### config.mk
export PLATFORM = sky130hd
export DESIGN_NAME = pu_msp430_ram_dma
export DESIGN_NICKNAME = d
export VERILOG_FILES = /design/src/rtl/pu_msp430_pkg.sv /design/src/rtl/pu_msp430_ram_dma.sv
export SDC_FILE = /design/constraint.sdc
export NUM_CORES = 1
export LEC_CHECK = 0
export ABC_CLOCK_PERIOD_IN_PS = 3700
export CORE_MARGIN = 4
export CORE_UTILIZATION = 49
export DETAILED_ROUTE_END_ITERATION = 16
export PLACE_DENSITY_LB_ADDON = 0.1
export RECOVER_POWER = 50
export SLEW_MARGIN = 0
export SYNTH_ARGS = -nofsm -noshare
export SYNTH_HDL_FRONTEND = slang
export SYNTH_SLANG_ARGS = --single-unit
### constraint.sdc
create_clock -name mclk -period 3.7 [get_ports mclk]
set_input_delay 0.555 -clock mclk [delete_from_list [all_inputs] [get_ports mclk]]
set_output_delay 0.555 -clock mclk [all_outputs]
set_load 0.05 [all_outputs]
### src/rtl/pu_msp430_pkg.sv
// Shared definitions for the MSP430 RAM-side blocks: DMA state encoding and
// the low-active RAM control encodings.
package pu_msp430_pkg;

  typedef enum logic [1:0] {
    IDLE = 2'd0,
    RD   = 2'd1,
    WR   = 2'd2,
    DONE = 2'd3
  } dma_state_e;

  localparam logic       CEN_OFF  = 1'b1;
  localparam logic [1:0] WEN_READ = 2'b11;
  localparam logic [1:0] WEN_WORD = 2'b00;

endpackage

### src/rtl/pu_msp430_ram_dma.sv
// Word-granular RAM DMA engine: copy (read then write, 2 cycles/word) or
// fill (write pattern, 1 cycle/word) with abort and wrap-around addressing.
module pu_msp430_ram_dma
  import pu_msp430_pkg::*;
#(
  parameter int unsigned ADDR_MSB = 6,
  parameter int unsigned MEM_SIZE = 256
) (
  input  logic                mclk,
  input  logic                puc_rst,
  input  logic                dma_start,
  input  logic                dma_abort,
  input  logic                dma_fill,
  input  logic [ADDR_MSB:0]   dma_src,
  input  logic [ADDR_MSB:0]   dma_dst,
  input  logic [ADDR_MSB+1:0] dma_len,
  input  logic [15:0]         dma_pattern,
  output logic                dma_busy,
  output logic                dma_done,
  output logic [ADDR_MSB:0]   ram_addr,
  output logic                ram_cen,
  output logic [1:0]          ram_wen,
  output logic [15:0]         ram_din,
  input  logic [15:0]         ram_dout
);

  localparam int unsigned AW    = ADDR_MSB + 1;
  localparam int unsigned LW    = ADDR_MSB + 2;
  localparam int unsigned DEPTH = MEM_SIZE / 2;
  localparam logic [AW-1:0] LAST_ADDR = AW'(DEPTH - 1);

  dma_state_e    state_q, state_d;
  logic [AW-1:0] src_q, src_d;
  logic [AW-1:0] dst_q, dst_d;
  logic [LW-1:0] len_q, len_d;
  logic          fill_q, fill_d;
  logic [15:0]   pat_q, pat_d;

  // Addresses are modulo the word depth, which need not be a power of two.
  function automatic logic [AW-1:0] next_addr(input logic [AW-1:0] a);
    return (a == LAST_ADDR) ? '0 : a + AW'(1);
  endfunction

  always_ff @(posedge mclk) begin
    if (puc_rst) begin
      state_q <= IDLE;
      src_q   <= '0;
      dst_q   <= '0;
      len_q   <= '0;
      fill_q  <= 1'b0;
      pat_q   <= '0;
    end else begin
      state_q <= state_d;
      src_q   <= src_d;
      dst_q   <= dst_d;
      len_q   <= len_d;
      fill_q  <= fill_d;
      pat_q   <= pat_d;
    end
  end

  always_comb begin
    state_d  = state_q;
    src_d    = src_q;
    dst_d    = dst_q;
    len_d    = len_q;
    fill_d   = fill_q;
    pat_d    = pat_q;
    dma_busy = 1'b0;
    dma_done = 1'b0;
    ram_addr = '0;
    ram_cen  = CEN_OFF;
    ram_wen  = WEN_READ;
    ram_din  = '0;

    unique case (state_q)
      IDLE: begin
        // Start wins over a simultaneous abort; abort alone is a no-op here.
        if (dma_start) begin
          src_d  = dma_src;
          dst_d  = dma_dst;
          len_d  = dma_len;
          fill_d = dma_fill;
          pat_d  = dma_pattern;
          if (dma_len == '0)  state_d = DONE;
          else if (dma_fill)  state_d = WR;
          else                state_d = RD;
        end
      end
      RD: begin
        dma_busy = 1'b1;
        ram_cen  = ~CEN_OFF;
        ram_addr = src_q;
        state_d  = dma_abort ? IDLE : WR;
      end
      WR: begin
        dma_busy = 1'b1;
        ram_cen  = ~CEN_OFF;
        ram_wen  = WEN_WORD;
        ram_addr = dst_q;
        ram_din  = fill_q ? pat_q : ram_dout;
        dst_d    = next_addr(dst_q);
        if (!fill_q) src_d = next_addr(src_q);
        len_d    = len_q - LW'(1);
        // The write at this edge lands regardless; abort only cancels the rest.
        if (dma_abort)              state_d = IDLE;
        else if (len_q == LW'(1))   state_d = DONE;
        else if (fill_q)            state_d = WR;
        else                        state_d = RD;
      end
      DONE: begin
        dma_done = 1'b1;
        state_d  = IDLE;
      end
      default: state_d = IDLE;
    endcase
  end

endmodule

==> results.sh, run 1 <==
export IMPL_ant_nets=0
export IMPL_grt_ovfl_total=0
export IMPL_slew_headroom=0.348
export IMPL_placed_cells=464
export IMPL_firstDrtPassIters=5
export IMPL_end_kind="output port"
export IMPL_tns_ps=0
export IMPL_n_antenna_cell=0
export IMPL_cp_required_ps=3140
export IMPL_die_area_um2=6400
export IMPL_syn_avg_cell_area_um2=7.70
export IMPL_cts_buffers_inserted=5
export IMPL_syn_inst=330
export IMPL_ctsHoldBuffers=0
export IMPL_synth_distinct_cells=50
export IMPL_hp_class="flop to flop"
export IMPL_wirelength_mm=7.37
export IMPL_synthFlopType="dfxtp_1"
export IMPL_port_buffers=86
export IMPL_period_share=0.877
export IMPL_num_vias=2689
export IMPL_yosys_mux_area_fraction=0.0901
export IMPL_final_instance_count_excl_fill=472
export IMPL_clk_pin_slew_ps=80
export IMPL_fp_dieH_um=80.0
export IMPL_setup_viol=0
export IMPL_cp_max_fo=37
export IMPL_gp_congestion=0.832
export IMPL_synth_compound_area_frac=0.242
export IMPL_clock_latency_ps=290
export IMPL_die_x_um=80.0
export IMPL_r2r_start="state_q[0]$_SDFFE_PP0P_"
export IMPL_syn_num_nets=397
export IMPL_cts_root_buf="clkbuf_8"
export IMPL_synthTopCellsByCount="nand2_1, dfxtp_1, nor2_1"
export IMPL_finalHoldViolations=0
export IMPL_start_util=0.521
export IMPL_worstHoldEndpoint="pat_q[7]$_SDFFE_PP0P_"
export IMPL_yosys_area_share_xor_xnor=0
export IMPL_fin_nets=471
export IMPL_clock_skew_ps=9.24
export IMPL_hpwl_mm=5.41
export IMPL_cts_post_setup_buffers_inserted=0
export IMPL_vdd_drop_max_uv=249
export IMPL_maxCapViolCount=0
export IMPL_synth_top_area_share=0.323
export IMPL_synthArstFlopShare=0
export IMPL_synth_simple_gate_area_share=0.239
export IMPL_netlist_area_um2=2540
export IMPL_final_layout_size_suffix_gt1_frac=0.0840
export IMPL_syn_to_final_growth_pct=42.1
export IMPL_ios=87
export IMPL_core_area_um2=4880
export IMPL_timing_rr_end="len_q[7]$_SDFFE_PP0P_"
export IMPL_synthAdderAreaFrac=0.0394
export IMPL_timing_hold_ws_ps=459
export IMPL_power_mw=1.29
export IMPL_synth_edff_count=0
export IMPL_synth_warnings=0
export IMPL_post_cts_resized=0
export IMPL_detail_route_wl_per_cell_um=15.6
export IMPL_dr_first_iter_drc_count=166
export IMPL_yosysMostFrequentCell="nand2_1"
export IMPL_p_leak_nw=1.29
export IMPL_remaining_drc_errors=0
export IMPL_ys_seq_area_frac=0.323
export IMPL_rsz0062_at_grt="false"
export IMPL_power_per_cell_area_nw_per_um2=357
export IMPL_crit_arrival_ps=2690
export IMPL_grt_util_all_layers=0.235
export IMPL_synth_top_family_by_area="compound AO/OA/AOI/OAI gates"
export IMPL_startpoint_type="flop"
export IMPL_setup_worst_path_class="flop to output port"
export IMPL_clk_path_buf_depth=2
export IMPL_synth_largest_area_cell="dfxtp_1"
export IMPL_fmax_mhz=308
export IMPL_rows=25
export IMPL_vias_per_cell=5.70
export IMPL_rr_worst_depth=7
export IMPL_grt_max_degree=38
export IMPL_grt_pass1_wl_mm=12.2
export IMPL_status="finished clean"
export IMPL_htreeDepth=2
export IMPL_tritoncts="done"
export IMPL_numClockSinks=41
export IMPL_worst_slew_pin_slew_ps=977
export IMPL_min_period_ps=3250
export IMPL_ys_ff_latch=41
export IMPL_grt_pass1_vias=2635
export IMPL_synth_area_top_cells="dfxtp_1, nand2_1, mux2i_1"
export IMPL_drv_slew=0
export IMPL_antenna_found_initial=0
export IMPL_hp_start="pat_q[7]$_SDFFE_PP0P_"
export IMPL_holdPathStages=2
export IMPL_r2r_setup_slack_ps=700
## flip-flops by register name (all words and copies together) (netlist names)
register and flops:
src_q 7, len_q 8, pat_q 16, fill_q 1, state_q 2, dst_q 7
## through the flow
stage	setup WS [ps]	area (um2)	util
floorplan	752	2540	-
global route	317	3610	0.740
CTS	681	3630	0.745
detailed placement	1030	3550	0.728
finish	454	3610	0.740
global placement	1070	3550	0.728
## worst max-delay path, stage by stage (launching register included)
cell and delay (ps):
dfxtp_1 340, inv_1 90, ha_1 620, clkbuf_1 490
inv_2 120, buf_4 300, nor2_1 260, buf_12 170
## power by group
| part | switching, mW | total (mW) | leakage, nW | internal [mW] |
|---|---|---|---|---|
| Sequential | 0.0555 | 0.542 | 0.338 | 0.486 |
| Combinational | 0.257 | 0.464 | 0.904 | 0.207 |
| Clock | 0.155 | 0.285 | 0.0450 | 0.131 |
## layout make-up
type	instances	area, um2
clock buffer	6	72.6
clock inverter	2	10.0
fill	392	1270
inverter	10	37.5
multi-input combinational	255	1540
sequential	41	821
tap	67	83.8
timing repair buffer	91	1050
## placed cells by master, fill, tap and decap left out, drive strengths merged, types with 3 or more instances in the layout
master	count
a31oi	4
a21oi	34
inv	9
dlygate4sd3	3
nor4	5
a221oi	5
buf	19
clkbuf	8
nand2	49
a22oi	9
dfxtp	41
o21a	5
o2bb2ai	3
o21ai	17
o211ai	3
nor2b	9
ha	8
nor3	7
clkinv	3
clkdlybuf4s50	67
nand2b	3
nand3	12
nor2	39
mux2i	19
a211oi	6
## kinds of logic (layout without fill, tap and decap cells)
| kind of cell | after synthesis | in the layout |
|---|---|---|
| simple gates | 132 | 132 |
| compound gates | 94 | 94 |
| flops | 41 | 41 |
| buf+inv | 34 | 109 |
| mux | 21 | 21 |
| fa+ha+maj | 8 | 8 |
## how the worst max path moves through the flow
stage | from | end | cells past startpoint
after floorplan | state_q[0]$_SDFFE_PP0P_ | ram_addr[0] | 4
after global placement | state_q[0]$_SDFFE_PP0P_ | ram_addr[4] | 5
after global routing | state_q[0]$_SDFFE_PP0P_ | ram_din[5] | 7
after CTS | state_q[0]$_SDFFE_PP0P_ | ram_addr[1] | 5
after detailed placement | state_q[0]$_SDFFE_PP0P_ | ram_addr[1] | 5
final | state_q[0]$_SDFFE_PP0P_ | ram_din[15] | 7
## routing by layer
metal | vias to the layer above | part of all wire | global-route usage
met5 | - | 0 | 0
met4 | 0 | 0.011 | 0.0541
met3 | 8 | 0.063 | 0.0395
met1 | 1263 | 0.42 | 0.294
met2 | 101 | 0.51 | 0.416
li1 | 1317 | - | -
Note: power is estimated with default switching activity, not from simulation.
==> run 2: changes to the inputs <==
==> constraint.sdc (replaced) <==
create_clock -name mclk -period 3.7 [get_ports mclk]
set_input_delay 0.74 -clock mclk [delete_from_list [all_inputs] [get_ports mclk]]
set_output_delay 0.74 -clock mclk [all_outputs]
set_load 0.05 [all_outputs]
==> run 2 against run 1 <==
Compared with the run above:
- fmax rose by 16%
- highest routed layer unchanged
- hold slack got worse by 1.4 ps
- critical path type unchanged
- design area fell by 0.48%
- sequential power barely moved
- count of clock-buffer cells in the layout rose by 1
- largest power group unchanged
==> results.sh, run 2 (synthesis results as in run 1) <==
export IMPL_antenna_found_initial=0
export IMPL_utilization=0.737
export IMPL_firstDrtPassIters=5
export IMPL_grt_pass1_vias=2512
export IMPL_ios=87
export IMPL_ant_nets=0
export IMPL_post_cts_resized=0
export IMPL_rr_worst_depth=7
export IMPL_die_area_um2=6400
export IMPL_ctsHoldBuffers=0
export IMPL_crit_chain="inv_1 -> ha_1 -> clkinv_1 -> clkdlybuf4s50_1"
export IMPL_hp_class="flop to flop"
export IMPL_worst_slew_pin_slew_ps=1120
export IMPL_fmax_mhz=358
export IMPL_setup_viol=0
export IMPL_regMostFlops="pat_q"
export IMPL_tns_ps=0
export IMPL_rows=25
export IMPL_timing_rr_end="len_q[7]$_SDFFE_PP0P_"
export IMPL_tritoncts="done"
export IMPL_timing_hold_ws_ps=458
export IMPL_p_switching_mw=0.465
export IMPL_cp_startpoint="state_q[0]$_SDFFE_PP0P_"
export IMPL_num_vias=2681
export IMPL_min_period_ps=2790
export IMPL_maxCapViolCount=0
export IMPL_port_buffers=86
export IMPL_largest_register_ffs=16
export IMPL_finalHoldViolations=0
export IMPL_setup_worst_path_class="flop to output port"
export IMPL_rsz0062_at_grt="false"
export IMPL_drv_slew=0
export IMPL_status="finished clean"
export IMPL_startpoint_type="flop"
export IMPL_clock_skew_ps=3.91
export IMPL_critPathSlowestCell="clkdlybuf4s50_1"
export IMPL_slew_headroom=0.251
export IMPL_vdd_drop_max_uv=249
export IMPL_p_clk_frac=0.274
export IMPL_clk_path_buf_depth=2
export IMPL_period_share=0.754
export IMPL_power_switching_share=0.339
export IMPL_cts_buffers_inserted=5
export IMPL_grt_ovfl_total=0
export IMPL_nFillCells=418
export IMPL_remaining_drc_errors=0
export IMPL_core_area_um2=4880
export IMPL_final_common_cell="clkdlybuf4s50_1"
export IMPL_grt_util_all_layers=0.227
export IMPL_power_frac_comb=0.330
export IMPL_p_leak_nw=1.30
export IMPL_slowest_delay_ps=830
export IMPL_layout_common_cells="clkdlybuf4s50_1, nand2_1, dfxtp_1"
export IMPL_reg_top3="pat_q: 16 flops, len_q: 8 flops"
export IMPL_r2r_setup_slack_ps=1370
export IMPL_htreeDepth=2
export IMPL_cts_post_setup_buffers_inserted=0
export IMPL_fin_nets=468
export IMPL_cp_max_fo=8
export IMPL_die_x_um=80.0
export IMPL_clock_latency_ps=290
export IMPL_cp_required_ps=2960
export IMPL_numClockSinks=41
export IMPL_stdcell_area_um2=3590
export IMPL_grt_max_degree=46
export IMPL_power_internal_mw=0.907
export IMPL_clk_pin_slew_ps=80
export IMPL_vias_per_cell=5.72
export IMPL_power_frac_seq=0.396
export IMPL_crit_path_end="ram_cen"
export IMPL_detail_route_wl_per_cell_um=15.6
export IMPL_hpwl_mm=5.25
export IMPL_r2r_start="state_q[0]$_SDFFE_PP0P_"
export IMPL_grt_pass1_wl_mm=11.6
export IMPL_gp_congestion=0.842
export IMPL_dr_first_iter_drc_count=108
export IMPL_fp_dieH_um=80.0
export IMPL_cts_root_buf="clkbuf_8"
export IMPL_start_util=0.521
export IMPL_n_antenna_cell=0
export IMPL_place_area_um2=3510
export IMPL_crit_arrival_ps=2050
export IMPL_final_layout_size_suffix_gt1_frac=0.102
export IMPL_end_kind="output port"
export IMPL_syn_to_final_growth_pct=41.5
export IMPL_wirelength_mm=7.32
export IMPL_power_per_cell_area_nw_per_um2=382
## run 2: cell type report
class	instances	area, um2	area share
clock buffers	7	86.3	0.0240
well taps	67	83.8	0.0233
clock inverters	1	30.0	0.00835
flip-flops and latches	41	821	0.228
multi-input cells	255	1520	0.424
repair buffers	88	1010	0.282
inverters	10	37.5	0.0104
## run 2: power groups by stage
stage | Clock (mW) | Sequential [mW] | Combinational [mW]
after floorplan | 0 | 0.531 | 0.312
after global placement | 0 | 0.549 | 0.449
after detailed placement | 0 | 0.552 | 0.460
after CTS | 0.385 | 0.542 | 0.464
after global routing | 0.402 | 0.550 | 0.490
final | 0.376 | 0.543 | 0.453
## run 2: worst max-delay path, delay by kind of cell (launching register included)
kind       cells  cell delay [ps]
buf+inv        3             1070
flops          1              380
fa+ha+maj      1              310
## run 2: per-stage QoR
step                      power (mW)  setup WS (ps)  std cells
after floorplan                0.843            567        330
after global placement         0.999           1280        461
after detailed placement        1.01           1250        461
after CTS                       1.39            915        469
after global routing            1.44            799        469
final                           1.37            908        469
## run 2: routing by layer
layer,share of wire,global-route usage,up-vias
li1,-,-,1316
met1,0.43,0.290,1258
met2,0.49,0.375,92
met3,0.054,0.0463,15
met4,0.023,0.0845,0
met5,0,0,-
## run 2: worst min path at each step
stage / startpoint / to / slack (ps) / cells past startpoint
after floorplan: pat_q[0]$_SDFFE_PP0P_ / pat_q[0]$_SDFFE_PP0P_ / 440 / 2
after global routing: pat_q[8]$_SDFFE_PP0P_ / pat_q[8]$_SDFFE_PP0P_ / 480 / 2
after CTS: pat_q[13]$_SDFFE_PP0P_ / pat_q[13]$_SDFFE_PP0P_ / 460 / 2
final: pat_q[13]$_SDFFE_PP0P_ / pat_q[13]$_SDFFE_PP0P_ / 460 / 2
after global placement: pat_q[7]$_SDFFE_PP0P_ / pat_q[7]$_SDFFE_PP0P_ / 440 / 2
after detailed placement: pat_q[6]$_SDFFE_PP0P_ / pat_q[6]$_SDFFE_PP0P_ / 450 / 2
==> run 3: changes to the inputs <==
--- a/config.mk
+++ b/config.mk
@@ -5,9 +5,9 @@
 export SDC_FILE = /design/constraint.sdc
 export NUM_CORES = 1
 export LEC_CHECK = 0
-export ABC_CLOCK_PERIOD_IN_PS = 3700
+export ABC_CLOCK_PERIOD_IN_PS = 2500
 export CORE_MARGIN = 4
-export CORE_UTILIZATION = 49
+export CORE_UTILIZATION = 41
 export DETAILED_ROUTE_END_ITERATION = 16
 export PLACE_DENSITY_LB_ADDON = 0.1
 export RECOVER_POWER = 50
==> constraint.sdc (replaced) <==
create_clock -name mclk -period 2.5 [get_ports mclk]
set_input_delay 0.5 -clock mclk [delete_from_list [all_inputs] [get_ports mclk]]
set_output_delay 0.5 -clock mclk [all_outputs]
set_load 0.05 [all_outputs]
==> run 3 against run 2 <==
Compared with the run above:
- die area grew 17%
- sequential share of layout area shrank 1.2 points
- clock skew grew 2.0 ps
- count of clock-buffer cells in the layout shrank 2
- final cell count grew 3.0%
- hold slack gained 2.4 ps
- clock power grew 73%
- routed wire length shrank 1.3%
==> results.sh, run 3 (synthesis results as in run 1) <==
export IMPL_status="finished clean"
export IMPL_power_per_cell_area_nw_per_um2=567
export IMPL_setup_viol=0
export IMPL_maxCapViolCount=0
export IMPL_drv_slew=0
export IMPL_min_period_ps=2270
export IMPL_nFillCells=510
export IMPL_wirelength_mm=7.23
export IMPL_timing_rr_end="len_q[6]$_SDFFE_PP0P_"
export IMPL_vias_per_cell=5.49
export IMPL_final_common_cell="clkdlybuf4s50_1"
export IMPL_clock_skew_ps=5.89
export IMPL_grt_ovfl_total=0
export IMPL_slowest_delay_ps=390
export IMPL_antenna_found_initial=0
export IMPL_crit_chain="inv_1 -> ha_1 -> inv_2 -> nor2_1 -> buf_12"
export IMPL_end_kind="output port"
export IMPL_finalHoldViolations=0
export IMPL_cp_max_fo=27
export IMPL_dr_first_iter_drc_count=182
export IMPL_crit_arrival_ps=1770
export IMPL_ios=87
export IMPL_cp_required_ps=2000
export IMPL_tns_ps=0
export IMPL_grt_util_all_layers=0.197
export IMPL_r2r_setup_slack_ps=330
export IMPL_firstDrtPassIters=4
export IMPL_power_frac_comb=0.327
export IMPL_grt_pass1_wl_mm=12.1
export IMPL_gp_congestion=0.797
export IMPL_remaining_drc_errors=0
export IMPL_timing_hold_ws_ps=460
export IMPL_n_antenna_cell=0
export IMPL_grt_pass1_vias=2577
export IMPL_power_internal_mw=1.44
export IMPL_setup_worst_path_class="flop to output port"
export IMPL_clk_pin_slew_ps=80
export IMPL_cts_root_buf="clkbuf_8"
export IMPL_core_area_um2=5960
export IMPL_largest_register_ffs=16
export IMPL_reg_top3="pat_q: 16 flops, len_q: 8 flops"
export IMPL_cts_post_setup_buffers_inserted=0
export IMPL_port_buffers=86
export IMPL_slew_headroom=0.343
export IMPL_vdd_drop_max_uv=323
export IMPL_p_leak_nw=1.38
export IMPL_regArea_um2=821
export IMPL_num_vias=2652
export IMPL_p_switching_mw=0.711
export IMPL_fin_nets=474
export IMPL_multiInputGateArea_um2=1550
export IMPL_power_frac_seq=0.371
export IMPL_r2r_start="state_q[0]$_SDFFE_PP0P_"
export IMPL_startpoint_type="flop"
export IMPL_worst_slew_pin_slew_ps=958
export IMPL_layout_common_cells="clkdlybuf4s50_1, nand2_1, dfxtp_1"
export IMPL_regMostFlops="pat_q"
export IMPL_cts_buffers_inserted=5
export IMPL_die_x_um=86.7
export IMPL_ant_nets=0
export IMPL_critPathSlowestCell="dfxtp_1"
export IMPL_grt_max_degree=28
export IMPL_fmax_mhz=441
export IMPL_clk_path_buf_depth=2
export IMPL_tritoncts="done"
export IMPL_rr_worst_depth=6
export IMPL_period_share=0.907
export IMPL_detail_route_wl_per_cell_um=15.0
export IMPL_syn_to_final_growth_pct=49.2
export IMPL_holdPathStages=2
export IMPL_rows=28
export IMPL_htreeDepth=2
export IMPL_hp_class="flop to flop"
export IMPL_final_layout_size_suffix_gt1_frac=0.140
export IMPL_fp_dieH_um=86.7
export IMPL_rsz0062_at_grt="false"
export IMPL_die_area_um2=7520
export IMPL_power_switching_share=0.331
export IMPL_start_util=0.427
export IMPL_hpwl_mm=5.35
export IMPL_p_clk_frac=0.302
export IMPL_hp_start="pat_q[0]$_SDFFE_PP0P_"
export IMPL_worstHoldEndpoint="pat_q[0]$_SDFFE_PP0P_"
export IMPL_numClockSinks=41
export IMPL_clock_latency_ps=300
## run 3: layout make-up
class	instances	area share
inverters	10	0.0102
clock buffers	5	0.0181
clock inverters	3	0.0181
well taps	75	0.0247
repair buffers	94	0.305
multi-input cells	255	0.408
flip-flops and latches	41	0.216
## run 3: per-stage QoR
stage | utilization | std cells | setup WS (ps) | area (um2) | power [mW]
2_1_floorplan | - | 330 | 10.8 | 2560 | 1.25
3_3_place_gp | 0.618 | 475 | 343 | 3680 | 1.52
3_5_place_dp | 0.618 | 475 | 320 | 3680 | 1.53
4_1_cts | 0.641 | 483 | 49.8 | 3820 | 2.18
5_1_grt | 0.637 | 483 | 60.2 | 3790 | 2.26
6_report | 0.637 | 483 | 233 | 3790 | 2.15
## run 3: what timing repair did
action,in CTS,in global routing
setup endpoints to repair,0,1
hold buffers,0,0
resized for setup,0,1
## run 3: power by group through the flow
stage / Clock, mW / Combinational [mW] / Sequential, mW
2_1_floorplan: 0 / 0.468 / 0.786
3_3_place_gp: 0 / 0.708 / 0.809
3_5_place_dp: 0 / 0.717 / 0.812
4_1_cts: 0.663 / 0.720 / 0.796
5_1_grt: 0.692 / 0.762 / 0.809
6_report: 0.649 / 0.703 / 0.798
## run 3: per-layer routing
layer / vias to the layer above / wire (um) / track usage
met3: 5 / 371 / 0.0314
li1: 1323 / - / -
met4: 0 / 70 / 0.0510
met1: 1249 / 3300 / 0.267
met5: - / 0 / 0
met2: 75 / 3490 / 0.325
## run 3: worst max-delay path by stage
stage | depth (start not counted) | end | from | slack (ps)
5_1_grt | 5 | ram_din[15] | state_q[0]$_SDFFE_PP0P_ | 60
4_1_cts | 3 | dma_busy | state_q[0]$_SDFFE_PP0P_ | 50
6_report | 5 | ram_din[3] | state_q[0]$_SDFFE_PP0P_ | 230
2_1_floorplan | 8 | ram_din[10] | state_q[0]$_SDFFE_PP0P_ | 10
3_5_place_dp | 5 | len_q[7]$_SDFFE_PP0P_ | dma_start | 320
3_3_place_gp | 5 | len_q[7]$_SDFFE_PP0P_ | dma_start | 340
## run 3: worst max-delay path: cells and delay by family (launching register included)
kind,cells,cell delay [ps]
simple gates,1,170
flops,1,390
buf+inv,3,640
fa+ha+maj,1,260
